==> src/rtl/arm7tdmi_cache_mem_arbiter.sv <==
// -----------------------------------------------------------------------------
// arm7tdmi_cache_mem_arbiter
//   Shares one external memory port between the I-cache refill path and the
//   D-cache refill/write path. One requester owns the port at a time, for
//   either a full line burst (LINE_WORDS beats) or a single beat.
//   Arbitration is round-robin by default; DCACHE_PRIORITY=1 makes the D-side
//   win every tie seen in IDLE.
//
//   Optional feature: define ARB_STATS_EN to build the 32-bit per-side grant
//   counters on arb_grants_i / arb_grants_d. Without it both ports read 0 and
//   no counter flops exist.
// -----------------------------------------------------------------------------
module arm7tdmi_cache_mem_arbiter #(
  parameter int ADDR_WIDTH      = 32,
  parameter int LINE_WORDS      = 4,
  parameter int DCACHE_PRIORITY = 0
) (
  input  logic                  clk,
  input  logic                  rst_n,
  // I-cache side
  input  logic [ADDR_WIDTH-1:0] ic_addr,
  input  logic                  ic_req,
  input  logic                  ic_burst,
  output logic                  ic_ready,
  // D-cache side
  input  logic [ADDR_WIDTH-1:0] dc_addr,
  input  logic                  dc_req,
  input  logic                  dc_write,
  input  logic [31:0]           dc_wdata,
  input  logic [3:0]            dc_byte_en,
  input  logic                  dc_burst,
  output logic                  dc_ready,
  // shared read data
  output logic [31:0]           rdata,
  // memory side
  output logic [ADDR_WIDTH-1:0] mem_addr,
  output logic                  mem_req,
  output logic                  mem_write,
  output logic [31:0]           mem_wdata,
  output logic [3:0]            mem_byte_en,
  input  logic [31:0]           mem_rdata,
  input  logic                  mem_ready,
  // status
  output logic [1:0]            arb_owner,
  output logic [31:0]           arb_grants_i,
  output logic [31:0]           arb_grants_d
);

  localparam int   CNT_W  = $clog2(LINE_WORDS) + 1;
  localparam logic D_PRIO = (DCACHE_PRIORITY != 0);

  typedef enum logic {
    IDLE = 1'b0,
    BUSY = 1'b1
  } state_t;

  typedef enum logic [1:0] {
    OWN_NONE = 2'b00,
    OWN_I    = 2'b01,
    OWN_D    = 2'b10
  } owner_t;

  state_t           state;
  owner_t           owner;
  owner_t           last_owner;
  logic [CNT_W-1:0] beats;
  logic [CNT_W-1:0] beat_cnt;

  logic grant_d;
  logic any_req;
  logic accept;
  logic last_beat;

  // Read data is never registered: both caches see the memory bus directly.
  assign rdata = mem_rdata;

  // D-side wins a grant when it is alone, when priority mode is on, or when
  // the I-side owned the port last (round-robin tie-break).
  assign any_req = ic_req | dc_req;
  assign grant_d = dc_req & (~ic_req | D_PRIO | (last_owner == OWN_I));

  // Memory-side mux: the owner's request fields pass straight through in BUSY.
  always_comb begin
    // NOTE: every output gets a default first, so no path through the case
    // leaves a signal unassigned and no latch is inferred.
    mem_req     = 1'b0;
    mem_addr    = '0;
    mem_write   = 1'b0;
    mem_wdata   = '0;
    mem_byte_en = '0;
    ic_ready    = 1'b0;
    dc_ready    = 1'b0;
    if (state == BUSY) begin
      case (owner)
        OWN_I: begin
          mem_req     = ic_req;
          mem_addr    = ic_addr;
          mem_byte_en = 4'hF;
          ic_ready    = ic_req & mem_ready;
        end
        OWN_D: begin
          mem_req     = dc_req;
          mem_addr    = dc_addr;
          mem_write   = dc_write;
          mem_wdata   = dc_wdata;
          mem_byte_en = dc_byte_en;
          dc_ready    = dc_req & mem_ready;
        end
        default: ;
      endcase
    end
  end

  assign accept    = mem_req & mem_ready;
  assign last_beat = (beat_cnt == beats - CNT_W'(1));

  // Arbitration FSM: grant in IDLE, count beats in BUSY, release on the last
  // accepted beat or when the owner withdraws its request.
  always_ff @(posedge clk or negedge rst_n) begin
    if (!rst_n) begin
      // NOTE: state uses non-blocking assignments so every flop samples the
      // pre-edge values regardless of statement order.
      state      <= IDLE;
      owner      <= OWN_NONE;
      last_owner <= OWN_D;
      beats      <= '0;
      beat_cnt   <= '0;
    end else begin
      case (state)
        IDLE: begin
          if (any_req) begin
            state    <= BUSY;
            owner    <= grant_d ? OWN_D : OWN_I;
            beats    <= (grant_d ? dc_burst : ic_burst) ? CNT_W'(LINE_WORDS)
                                                        : CNT_W'(1);
            beat_cnt <= '0;
          end
        end
        BUSY: begin
          if (!mem_req) begin
            // Owner withdrew mid-transaction (flush): release without error.
            state      <= IDLE;
            last_owner <= owner;
            owner      <= OWN_NONE;
            beat_cnt   <= '0;
          end else if (accept) begin
            if (last_beat) begin
              state      <= IDLE;
              last_owner <= owner;
              owner      <= OWN_NONE;
              beat_cnt   <= '0;
            end else begin
              beat_cnt <= beat_cnt + CNT_W'(1);
            end
          end
        end
        default: begin
          state <= IDLE;
          owner <= OWN_NONE;
        end
      endcase
    end
  end

  // The owner register is already 00 whenever the FSM is idle.
  assign arb_owner = owner;

`ifdef ARB_STATS_EN
  logic [31:0] grants_i_q;
  logic [31:0] grants_d_q;

  // Grant statistics: one increment per IDLE->BUSY transition, free-wrapping.
  always_ff @(posedge clk or negedge rst_n) begin
    if (!rst_n) begin
      grants_i_q <= '0;
      grants_d_q <= '0;
    end else if (state == IDLE && any_req) begin
      if (grant_d) grants_d_q <= grants_d_q + 32'd1;
      else         grants_i_q <= grants_i_q + 32'd1;
    end
  end

  assign arb_grants_i = grants_i_q;
  assign arb_grants_d = grants_d_q;
`else
  assign arb_grants_i = '0;
  assign arb_grants_d = '0;
`endif

endmodule

==> config.mk <==
export PLATFORM = sky130hd
export DESIGN_NAME = arm7tdmi_cache_mem_arbiter
export DESIGN_NICKNAME = d
export VERILOG_FILES = /design/src/rtl/arm7tdmi_cache_mem_arbiter.sv
export SDC_FILE = /design/constraint.sdc
export NUM_CORES = 1
export LEC_CHECK = 0
export CORE_AREA = 3 3 119 121
export CTS_CLUSTER_DIAMETER = 30
export DETAILED_ROUTE_END_ITERATION = 12
export DIE_AREA = 0 0 122 124
export PLACE_DENSITY = 0.56
export SETUP_SLACK_MARGIN = 0.15
export SYNTH_ARGS = -nofsm -noshare
export SYNTH_HDL_FRONTEND = slang
export SYNTH_SLANG_ARGS = --single-unit
==> constraint.sdc <==
create_clock -name clk -period 1.78 [get_ports clk]
set_input_delay 0.267 -clock clk [delete_from_list [all_inputs] [get_ports clk]]
set_output_delay 0.267 -clock clk [all_outputs]
set_load 0.02 [all_outputs]
==> impl_metrics.py <==
metrics = {
    "timing": {
        "tightest_slew_ns": 0.5019,
        "fin_crit_ns": 1.953,
        "layout_setup_ws_ns": -0.1727,
        "slew_headroom": 0.6629,
        "fmax_mhz": 512.1,
        "rsz0062_at_grt": "yes",
        "report.final.slew_viol_count": 0,
        "clock_skew_ns": 0.001587,
        "setup_viol": 75,
        "fin_crit_sh": 1.097,
        "hold_viol_final": 0,
    },
    "global_routing": {
        "antenna_found_initial": 1,
        "grt_pass1_wl_um": 13970,
        "grt_max_degree": 34,
        "track_usage": 0.1185,
        "gr-total-overflow": 0,
        "grt_pass1_vias": 2513,
    },
    "power": {
        "p_switching_mw": 1.865,
        "p_per_area_mw_per_mm2": 842.7,
        "p_comb_frac": 0.831,
        "p_clk_frac": 0.091,
        "leakagePower_nw": 2.237,
        "swShare": 0.4194,
        "p_int_mw": 2.581,
        "vdd_drop_max_uv": 537.6,
        "seqPwrFrac": 0.079,
    },
    "detailed_routing": {
        "dr.first_iter.drc_count": 56,
        "drt_wl_total_um": 10510,
        "route.detailed.drc": 0,
        "routedWlPerCell_um": 15.91,
        "ant_nets": 0,
        "drt_pass1_iterations": 4,
        "viasPerCell": 3.870,
        "vias": 2558,
    },
    "cts": {
        "clock-root-buffer": "clkbuf_16",
        "cts_tree": "yes",
        "ctsHoldBuffers": 0,
        "path_clk_slew_ns": 0.04,
        "clock_latency_ns": 0.24,
        "numClockSinks": 10,
        "cts_buffers": 3,
        "cts_max_path_buffers": 2,
        "htree_num_levels": 1,
    },
    "synthesis": {
        "ys_seq_elements": 10,
        "syn-cell-area_mm2": 0.001988,
        "yosysSeqAreaShare": 0.1265,
        "synth_top_area_frac": 0.3625,
        "yosysUniqueCellTypes": 37,
        "yosysTopAreaCell": "buf_4",
        "synthTopCellsByArea": "buf_4 36%, a22oi_1 12%, dfrtp_1 11%",
        "ys_warn_count": 0,
        "syn_inst": 280,
        "syn_avg_cell_area_um2": 7.101,
    },
    "worst_hold_path": {
        "min_path_type": "in2async",
    },
    "floorplanning": {
        "start_util": 0.1507,
        "fp.dieArea_mm2": 0.01513,
        "core_mm2": 0.01319,
        "num_rows": 42,
        "ios": 310,
        "die_h_um": 124,
        "die_w_um": 122,
    },
    "run_status": {
        "status": "complete, but fails checks",
        "violations": "negative setup slack",
    },
    "final_layout": {
        "final_util": 0.4000,
        "final_nets": 629,
        "final_cell_mix": "107 x clkdlybuf4s50_1, 74 x buf_6, 64 x conb_1",
        "layout_commonest_cell": "clkdlybuf4s50_1",
        "fin_cells": 661,
        "area_delta_synth_final_pct": 165.4,
        "n_antenna_cell": 0,
        "final_layout_size_suffix_gt1_frac": 0.5340,
    },
    "worst_setup_path": {
        "rr_endpoint": "last_owner[0]",
        "path_class": "reg2out",
        "critPathArrivalTime_ns": 1.69,
        "r2r-start": "arb_owner[1]",
        "startpoint_type": "flop",
        "end_kind": "output pin",
        "r2r_cells": 9,
        "worst_ep_required_time_ns": 1.51,
        "cp_max_fo": 8,
        "r2r_slack_ns": -0.13,
    },
    "place": {
        "dp_cells": 608,
        "port_buffers": 181,
        "gp_congestion": 0.7803,
        "preCtsSetupSlack_ns": -0.3178,
        "dpl.hpwl_um": 6662,
    },
    "job": {
        "drv_cap": 0,
    },
}
==> cells in the mapped netlist <==
cell	count
buf_4	96
nor2_1	36
a22oi_1	33
and3_1	33
clkbuf_1	19
dfrtp_1	9
a21oi_1	6
nand2_1	6
inv_1	5
ha_1	3
o21ai_0	3
and4_1	2
mux2_1	2
nand4_1	2
nor3_1	2
o22ai_1	2
a211oi_1	1
a21boi_2	1
a21o_1	1
a31oi_1	1
and4b_1	1
and4bb_2	1
buf_2	1
conb_1	1
dfstp_2	1
mux2i_2	1
nand2b_1	1
nand3_1	1
nand3b_1	1
nor2_2	1
nor2b_1	1
o211a_1	1
o21a_1	1
o21bai_1	1
o31ai_1	1
or3_1	1
xnor2_1	1
==> routing by layer <==
layer / part of all wire / GRT usage
met5: 0 / 0
met1: 0.37 / 0.1420
met2: 0.55 / 0.2234
met4: 0.010 / 0.02661
met3: 0.069 / 0.01680
==> layout make-up <==
class	count	area, um2
well taps	176	220.2
clock buffers	4	78.83
repair buffers	254	2900
multi-input cells	212	1804
inverters	5	18.77
fillers	1303	7914
flip-flops and latches	10	254.0
==> how the worst max path moves through the flow <==
stage	depth (start not counted)	slack, ns	endpoint	from
final	7	-0.17	mem_addr[17]	arb_owner[0]
after global routing	7	-0.23	mem_wdata[22]	arb_owner[0]
after CTS	6	-0.17	mem_addr[25]	arb_owner[0]
after detailed placement	6	-0.32	mem_addr[21]	arb_owner[1]
after global placement	6	-0.30	mem_addr[21]	arb_owner[1]
after floorplan	7	0.06	last_owner[0]	arb_owner[0]
==> power by group through the flow <==
stage	logic (mW)	clock network, mW	registers, mW
after floorplan	1.64	0	0.353
after global placement	2.23	0	0.345
after global routing	3.92	0.434	0.358
after CTS	3.11	0.416	0.351
after detailed placement	2.24	0	0.349
final	3.69	0.403	0.349
==> registers in the layout (all words and copies together) (netlist names) <==
signal,cells
beats,2
arb_owner,2
state,1
last_owner,2
beat_cnt,3
==> worst max-delay path: stages (launching register included) <==
cell and delay (ns):
dfrtp_2 0.43, inv_2 0.09, ha_4 0.20, nand2b_4 0.18, buf_12 0.15, clkbuf_16 0.17
nor2_4 0.11, buf_6 0.11
==> stage by stage <==
| step | hold slack [ns] | power [mW] | instance area, um2 | TNS (ns) |
|---|---|---|---|---|
| after global routing | 0.4082 | 4.710 | 5276 | -12.80 |
| after global placement | 0.4627 | 2.573 | 3990 | -13.17 |
| after CTS | 0.3875 | 3.876 | 4667 | -4.830 |
| after floorplan | -0.02859 | 1.996 | 2629 | 0 |
| final | 0.3696 | 4.446 | 5276 | -8.149 |
| after detailed placement | 0.4711 | 2.585 | 3990 | -13.64 |
==> repair_timing <==
action | in CTS | in global routing
endpoints found under the setup margin | 79 | 82
cloned | 8 | 7
pin swaps | 28 | 15
gates resized for setup | 444 | 82
buffers inserted | 15 | 19
==> cells by family after synthesis <==
family,synth area share
compound gates,0.1863
xor+xnor,0.004406
fa+ha+maj,0.01888
buf+inv,0.4103
flops,0.1265
mux,0.01825
other cells,0.001886
simple gates,0.2335
No activity file was read; power rests on OpenSTA's default activity.
